$ cat src/rtl/trace_monitor.sv
// trace_monitor: captures architectural register writes from writeback into a
// first-word-fall-through trace FIFO and counts cycles, captured writes and
// dropped writes. A run ends on HALT_ZEROS consecutive all-zero decode
// instructions or on the MAX_CYCLES budget. The FIFO then drains and the halt
// cause is reported.
// Optional feature: define TRACE_MONITOR_PC_EN to store pc_i in each entry and
// present the head PC on trc_pc_o.
module trace_monitor #(
    parameter int unsigned XLEN       = 32,
    parameter int unsigned REG_ADDR_W = 5,
    parameter int unsigned DEPTH      = 16,
    parameter int unsigned CNT_W      = 32,
    parameter int unsigned HALT_ZEROS = 1,
    parameter int unsigned MAX_CYCLES = 0
) (
    input  logic                     clk_i,
    input  logic                     rst_i,
    input  logic                     start_i,
    input  logic                     wb_we_i,
    input  logic [REG_ADDR_W-1:0]    wb_rd_i,
    input  logic [XLEN-1:0]          wb_data_i,
    input  logic [XLEN-1:0]          pc_i,
    input  logic [31:0]              instr_i,
    output logic                     trc_valid_o,
    input  logic                     trc_ready_i,
    output logic [CNT_W-1:0]         trc_cycle_o,
    output logic [REG_ADDR_W-1:0]    trc_rd_o,
    output logic [XLEN-1:0]          trc_data_o,
    output logic                     halted_o,
    output logic                     done_o,
    output logic [1:0]               halt_cause_o,
    output logic [CNT_W-1:0]         cycle_cnt_o,
    output logic [CNT_W-1:0]         wr_cnt_o,
    output logic [CNT_W-1:0]         drop_cnt_o,
    output logic                     overflow_o,
`ifdef TRACE_MONITOR_PC_EN
    output logic [XLEN-1:0]          trc_pc_o,
`endif
    output logic [$clog2(DEPTH):0]   level_o
);

    localparam int unsigned AW = $clog2(DEPTH);
    localparam int unsigned LW = AW + 1;
    localparam int unsigned ZW = $clog2(HALT_ZEROS + 1);

    localparam logic [1:0] S_IDLE  = 2'd0;
    localparam logic [1:0] S_RUN   = 2'd1;
    localparam logic [1:0] S_DRAIN = 2'd2;
    localparam logic [1:0] S_DONE  = 2'd3;

    localparam logic [1:0] CAUSE_ZERO = 2'b01;
    localparam logic [1:0] CAUSE_TMO  = 2'b10;

    localparam logic [CNT_W-1:0] TMO_AT = CNT_W'(MAX_CYCLES - 1);

    logic [1:0]            state_q, state_d;
    logic [CNT_W-1:0]      cycle_q, cycle_d;
    logic [CNT_W-1:0]      wr_cnt_q, wr_cnt_d;
    logic [CNT_W-1:0]      drop_q, drop_d;
    logic                  ovf_q, ovf_d;
    logic [1:0]            cause_q, cause_d;
    logic [ZW-1:0]         zcnt_q, zcnt_d;
    logic [AW-1:0]         wr_ptr_q, wr_ptr_d;
    logic [AW-1:0]         rd_ptr_q, rd_ptr_d;
    logic [LW-1:0]         count_q, count_d;

    logic [CNT_W-1:0]      mem_cycle_q [DEPTH];
    logic [REG_ADDR_W-1:0] mem_rd_q    [DEPTH];
    logic [XLEN-1:0]       mem_data_q  [DEPTH];
`ifdef TRACE_MONITOR_PC_EN
    logic [XLEN-1:0]       mem_pc_q    [DEPTH];
`endif

    logic                  full, pop, push_req, push_ok, drop;
    logic [ZW-1:0]         zsum;
    logic                  halt_zero, timeout;

    function automatic logic [CNT_W-1:0] sat_inc(input logic [CNT_W-1:0] v);
        return (v == '1) ? v : v + CNT_W'(1);
    endfunction

    // Next-state: FIFO handshake, run FSM, halt detection and counters
    always_comb begin
        full      = (count_q == LW'(DEPTH));
        pop       = (count_q != '0) && trc_ready_i;
        push_req  = (state_q == S_RUN) && wb_we_i && (wb_rd_i != '0);
        push_ok   = push_req && (!full || pop);
        drop      = push_req && full && !pop;
        zsum      = zcnt_q + ZW'(1);
        halt_zero = (instr_i == '0) && (zsum == ZW'(HALT_ZEROS));
        timeout   = (MAX_CYCLES != 0) && (cycle_q == TMO_AT);

        state_d  = state_q;
        cycle_d  = cycle_q;
        wr_cnt_d = wr_cnt_q;
        drop_d   = drop_q;
        ovf_d    = ovf_q;
        cause_d  = cause_q;
        zcnt_d   = zcnt_q;
        wr_ptr_d = push_ok ? wr_ptr_q + AW'(1) : wr_ptr_q;
        rd_ptr_d = pop ? rd_ptr_q + AW'(1) : rd_ptr_q;
        count_d  = count_q;
        if (push_ok && !pop) begin
            count_d = count_q + LW'(1);
        end else if (pop && !push_ok) begin
            count_d = count_q - LW'(1);
        end

        case (state_q)
            S_IDLE: begin
                if (start_i) state_d = S_RUN;
            end
            S_RUN: begin
                cycle_d = sat_inc(cycle_q);
                if (push_ok) wr_cnt_d = sat_inc(wr_cnt_q);
                if (drop) begin
                    drop_d = sat_inc(drop_q);
                    ovf_d  = 1'b1;
                end
                zcnt_d = (instr_i == '0) ? zsum : '0;
                if (halt_zero) begin
                    cause_d = CAUSE_ZERO;
                    state_d = S_DRAIN;
                end else if (timeout) begin
                    cause_d = CAUSE_TMO;
                    state_d = S_DRAIN;
                end
            end
            S_DRAIN: begin
                if (count_q == '0) state_d = S_DONE;
            end
            default: begin
                if (start_i) begin
                    state_d  = S_RUN;
                    cycle_d  = '0;
                    wr_cnt_d = '0;
                    drop_d   = '0;
                    ovf_d    = 1'b0;
                    cause_d  = 2'b00;
                    zcnt_d   = '0;
                    wr_ptr_d = '0;
                    rd_ptr_d = '0;
                    count_d  = '0;
                end
            end
        endcase
    end

    // Control and counter registers with synchronous reset
    always_ff @(posedge clk_i) begin
        if (rst_i) begin
            state_q  <= S_IDLE;
            cycle_q  <= '0;
            wr_cnt_q <= '0;
            drop_q   <= '0;
            ovf_q    <= 1'b0;
            cause_q  <= 2'b00;
            zcnt_q   <= '0;
            wr_ptr_q <= '0;
            rd_ptr_q <= '0;
            count_q  <= '0;
        end else begin
            state_q  <= state_d;
            cycle_q  <= cycle_d;
            wr_cnt_q <= wr_cnt_d;
            drop_q   <= drop_d;
            ovf_q    <= ovf_d;
            cause_q  <= cause_d;
            zcnt_q   <= zcnt_d;
            wr_ptr_q <= wr_ptr_d;
            rd_ptr_q <= rd_ptr_d;
            count_q  <= count_d;
        end
    end

    // Trace storage; contents are only observable through the valid-gated head
    always_ff @(posedge clk_i) begin
        if (push_ok) begin
            mem_cycle_q[wr_ptr_q] <= cycle_q;
            mem_rd_q[wr_ptr_q]    <= wb_rd_i;
            mem_data_q[wr_ptr_q]  <= wb_data_i;
`ifdef TRACE_MONITOR_PC_EN
            mem_pc_q[wr_ptr_q]    <= pc_i;
`endif
        end
    end

`ifndef TRACE_MONITOR_PC_EN
    logic unused_pc;
    assign unused_pc = ^pc_i;
`endif

    // Fall-through head presentation, forced to zero while empty
    always_comb begin
        trc_valid_o = (count_q != '0);
        trc_cycle_o = '0;
        trc_rd_o    = '0;
        trc_data_o  = '0;
`ifdef TRACE_MONITOR_PC_EN
        trc_pc_o    = '0;
`endif
        if (trc_valid_o) begin
            trc_cycle_o = mem_cycle_q[rd_ptr_q];
            trc_rd_o    = mem_rd_q[rd_ptr_q];
            trc_data_o  = mem_data_q[rd_ptr_q];
`ifdef TRACE_MONITOR_PC_EN
            trc_pc_o    = mem_pc_q[rd_ptr_q];
`endif
        end
    end

    assign halted_o     = (state_q == S_DRAIN) || (state_q == S_DONE);
    assign done_o       = (state_q == S_DONE);
    assign halt_cause_o = cause_q;
    assign cycle_cnt_o  = cycle_q;
    assign wr_cnt_o     = wr_cnt_q;
    assign drop_cnt_o   = drop_q;
    assign overflow_o   = ovf_q;
    assign level_o      = count_q;

endmodule

$ cat config.mk
export PLATFORM = sky130hd
export DESIGN_NAME = trace_monitor
export DESIGN_NICKNAME = d
export VERILOG_FILES = /design/src/rtl/trace_monitor.sv
export SDC_FILE = /design/constraint.sdc
export NUM_CORES = 1
export LEC_CHECK = 0
export CAP_MARGIN = 20
export CELL_PAD_IN_SITES_DETAIL_PLACEMENT = 0
export CELL_PAD_IN_SITES_GLOBAL_PLACEMENT = 1
export CORE_MARGIN = 3
export CORE_UTILIZATION = 45
export DETAILED_ROUTE_END_ITERATION = 6
export PLACE_DENSITY = 0.77
export SETUP_SLACK_MARGIN = 0.5
export SKIP_CTS_REPAIR_TIMING = 1
export SLEW_MARGIN = 20
export SYNTH_ARGS = -nofsm -noshare
export SYNTH_HDL_FRONTEND = slang
export SYNTH_SLANG_ARGS = --single-unit
$ cat constraint.sdc
create_clock -name clk_i -period 11.9 [get_ports clk_i]
set_input_delay 2.38 -clock clk_i [delete_from_list [all_inputs] [get_ports clk_i]]
set_output_delay 2.38 -clock clk_i [all_outputs]
set_load 0.05 [all_outputs]
### Word level (Yosys, flattened, before mapping)

Memory sizes are Yosys's and may differ from the RTL's. A register that Yosys moved wholly into a read port is not among the register bits.
Cells that the tools add are included.

* register bits after elaboration: 115
* RAM bits: 1104
* input port bits: 106
* memories kept: 3

Memories
* mem_cycle_q: words 16, bits a word 32, rd ports 1, clocked after Yosys merged registers in 1, write ports 1, RTL line 67 `logic [CNT_W-1:0] mem_cycle_q [DEPTH];`
* mem_data_q: words 16, bits a word 32, rd ports 1, clocked after Yosys merged registers in 1, write ports 1, RTL line 69 `logic [XLEN-1:0] mem_data_q [DEPTH];`
* mem_rd_q: words 16, bits a word 5, rd ports 1, clocked after Yosys merged registers in 1, write ports 1, RTL line 68 `logic [REG_ADDR_W-1:0] mem_rd_q [DEPTH];`

* add/sub/neg operators: 8
* eq/ne operators: 14
* muxes and demuxes: 39
* bitwise operators: 1
* reduce and logical (&&, ||, !) cells: 30

Operator list (count)
* 2-to-1 mux 32 bit: 8
* case mux 32 bit (2 select lines): 3
* adder 32 x 1 -> 32 bit (second input constant): 3
* == test 32 bit (second input constant): 3
* 2-to-1 mux 4 bit: 9
* zero test 32 bit: 1
* 2-to-1 mux 5 bit: 5
* inequality test 2 bit (second input constant): 7
* AND reduction 3 bit: 4
* 2-to-1 mux 2 bit: 5
* nonzero test 5 bit: 2
* logical AND 1 bit: 9
* adder 4 x 1 -> 4 bit (second input constant): 2
* case mux 2 bit (2 select lines): 2
* AND reduction 4 bit: 2
* adder 5 x 1 -> 5 bit (second input constant): 1
* == test 5 bit (second input constant): 1
* zero test 5 bit: 1
* 2-to-1 mux 1 bit: 5
* subtractor 5 x 1 -> 5 bit (second input constant): 1
* == test 2 bit (second input constant): 2
* case mux 1 bit (2 select lines): 2
* zero test 1 bit: 3
* nonzero test 3 bit: 1
* other kinds (9): 10

### Logic depth before layout (Yosys ltp)

* word-level depth: 10
* mapped depth: 10
* gate-level depth less buffers: 8

### Least setup slack after synthesis

OpenSTA, ideal clock, no wires.

* kind: input -> register
* start: input port wb_rd_i[4]
* end: memory mem_cycle_q[4][0], enable pin
* library setup time: 435 ps
* arrival: 5015 ps
* data required time: 11465 ps
* setup slack: 6450 ps
* cell stages on the path: 7
* buffers on the path: 1
* path through: or4_1 o211ai_2 nor2_1 clkbuf_1 nand2_1 nor2_1 and2_1

* cells in the longest elaborated chain, start to end: 5

Ends and longest elaborated chain
* from (decl): RTL line 20 `input logic [REG_ADDR_W-1:0] wb_rd_i,`
* nonzero test 5 bit: RTL line 86 `push_req = (state_q == S_RUN) && wb_we_i && (wb_rd_i != '0);`
* logical AND 1 bit: RTL line 86
* logical AND 1 bit: RTL line 87 `push_ok = push_req && (!full || pop);`
* 2-to-1 mux 1 bit: RTL line 178 `if (push_ok) begin`
* 2-to-1 mux 1 bit (not written as such): RTL line 179 `mem_cycle_q[wr_ptr_q] <= cycle_q;`
* to (decl): RTL line 67

Every way passes these cells.

==> metrics <==
status finished clean; reg2reg path depth 9; GP Congestion ~0.8; worst-case clock skew 0.0683 ns; Mapped Nets 2453; Multi-input gate area around 0.012 sq mm; initial DRC count 2079; Seq/Total Area, Yosys 74.4%; PD cells 193 mW/mm^2; Hold Fails Final Rpt 0; Post-synth EDFFs 1104; synthesized area 0.0476 sq mm; CP endpoint kind output port; Vias/cell 5.79; Total GRT Usage 20.4%; fin cells 4124; largest net degree at the start of global routing between 150 and 200; Synth Instances 2332; Yosys top cell by area edfxtp_1; DRT Wirelength 112000 microns; post-route minimum period 7.00 ns; clock sink total 1218; Pleak between 15 and 20 nW; final setup fails 0; Synth top area share around 70%; top cells by instance count after synthesis edfxtp_1 (1104), mux4_2 (345), dfxtp_1 (114); num rows 118; post-synthesis cell type count 57; Port Buffer Count 248; total CTS buffers 119; Req. time, crit path 9.52 ns; CTS tree yes; CTS Buffer Depth 3; Clk Latency, worst-skew pair approximately 0.73 ns; hpwl dp 60200 microns; Area contributors post-synth edfxtp_1 (70%), mux4_2 (16%), dfxtp_1 (4.8%); GRT overflow 0; Final ANT Viol Nets 0; Worst Hold Class reg2reg; cell with the most instances after synthesis edfxtp_1; Register Area approximately 0.035 sq mm; H-tree Lvls 3; unrepaired setup endpoints after global routing no; Worst Max-Slew Pin Slew between 1 and 1.5 ns; Max-cap violations 0; initial antenna violation count 5; YS warnings 0; vias in the first global route 25265; Die Span X between 300 and 400 microns; chip height 331 microns; Clock transition at path regs 0.06 ns; per-cell routed wire length 27.2 microns; fmax 143 MHz; final slew viol count 0; fin nets 2754; DR vias 23870; root buffer cell clkbuf_16; fin crit share 58.8%; slew margin rel. 26.2%; first-pass GRT wire length between 150000 and 200000 microns; Top FF cell, synth edfxtp_1; share of cells above drive strength 1 between 20 and 25%; Core Footprint 0.104 sq mm; crit path max fanout 159; Area growth syn-to-layout 17.3%; async set-or-reset flop fraction in the synthesized netlist 0%; starting density of the core between 40% and 50%; Die ar. 0.110 sq mm; maximum VDD drop 0.382 mV; I/O pin count 282; FILL cells 7984; placed cells ~3900; Crit Path Class reg2out; hold path depth 2; number of synthesized register bits approximately 1200; final setup TNS 0 ns; Mapped Avg Cell Area 20.4 sq um; CP arrival ~4.6 ns; drc violations 0; First-pass DRT Iterations 5; startpoint types flop
## final cells by class
class / count / area share, %
flip-flops and latches: 1218 / 63.5
clock buffers: 147 / 5.68
clock inverters: 80 / 1.54
multi-input cells: 984 / 21.0
inverters: 19 / 0.130
repair buffers: 291 / 5.11
diodes: 5 / 0.0224
well taps: 1380 / 3.09
## registers in the layout, summed over array words and instances (netlist names)
signal        flops
state_q           2
mem_data_q      512
drop_cnt_o       32
wr_ptr_q          4
wr_cnt_o         32
level_o           5
halt_cause_o      1
zcnt_q            1
overflow_o        1
mem_rd_q         80
rd_ptr_q          4
cycle_cnt_o      32
mem_cycle_q     512
## report_power, final
part	switching, mW	total (mW)	internal, mW
sequential	0.0787	4.76	4.68
combinational	1.21	2.19	0.980
clock	1.63	3.80	2.17
## final timing paths
kind                      endpoint  slack [ns]       startpoint
setup / recovery     trc_data_o[1]        4.90      rd_ptr_q[1]
hold / removal     halt_cause_o[0]        0.48  halt_cause_o[0]
hold reg to reg    halt_cause_o[0]        0.48  halt_cause_o[0]
setup reg to reg  mem_data_q[7][1]        7.94       level_o[0]
## cells in the final DEF, fill, tap and decap left out, types with 20 or more instances in the layout
master           count
xor2_1              27
clkinv_2            26
clkinv_1            23
or3_1               20
xnor2_1             43
clkbuf_16          119
nand3_1             40
nor2_1             109
and2_1              75
nor4_1              30
dfxtp_1            110
mux4_2             345
nand2_1             47
clkdlybuf4s50_1    248
edfxtp_1          1104
a21oi_1             35
buf_4               39
nand4_1             47
## metal layers
| metal | vias to the layer above | track usage, % | routed length, microns |
|---|---|---|---|
| met5 | - | 0 | 13 |
| met4 | 2 | 7.05 | 3520 |
| met3 | 187 | 4.18 | 7830 |
| met2 | 842 | 33.8 | 55800 |
| met1 | 12588 | 27.0 | 45000 |
| li1 | 10251 | - | - |
## kinds of logic after synthesis
| logic type | share of synthesized area, % |
|---|---|
| other | 0.00787 |
| AOI/OAI and AO/OA | 1.13 |
| adders and majority gates | 0.394 |
| DFF | 74.4 |
| xor gates and xnor gates | 1.29 |
| muxes | 16.4 |
| and+or+nand+nor | 5.27 |
| buffers and inverters | 1.12 |
## worst max-delay path, stage by stage, from the launching register on
cell and delay, ns:
dfxtp_4 1.01, buf_12 0.69, mux4_2 0.44, mux4_2 0.50
and2_1 0.20, clkdlybuf4s50_1 0.71
## through the flow
step | utilization (%) | hold slack (ns) | power [mW] | worst slack, ns | instance area [sq um]
after CTS | 53.6 | 0.499 | 10.9 | 4.91 | 55800
after floorplan | - | 0.454 | 6.43 | 6.45 | 47600
after detailed placement | 49.7 | 0.485 | 7.09 | 4.99 | 51800
after global placement | 49.7 | 0.468 | 7.06 | 5.24 | 51800
after global routing | 53.6 | 0.523 | 11.2 | 4.77 | 55900
final | 53.6 | 0.484 | 10.8 | 4.90 | 55900
Power figures use the tool's default switching activity.
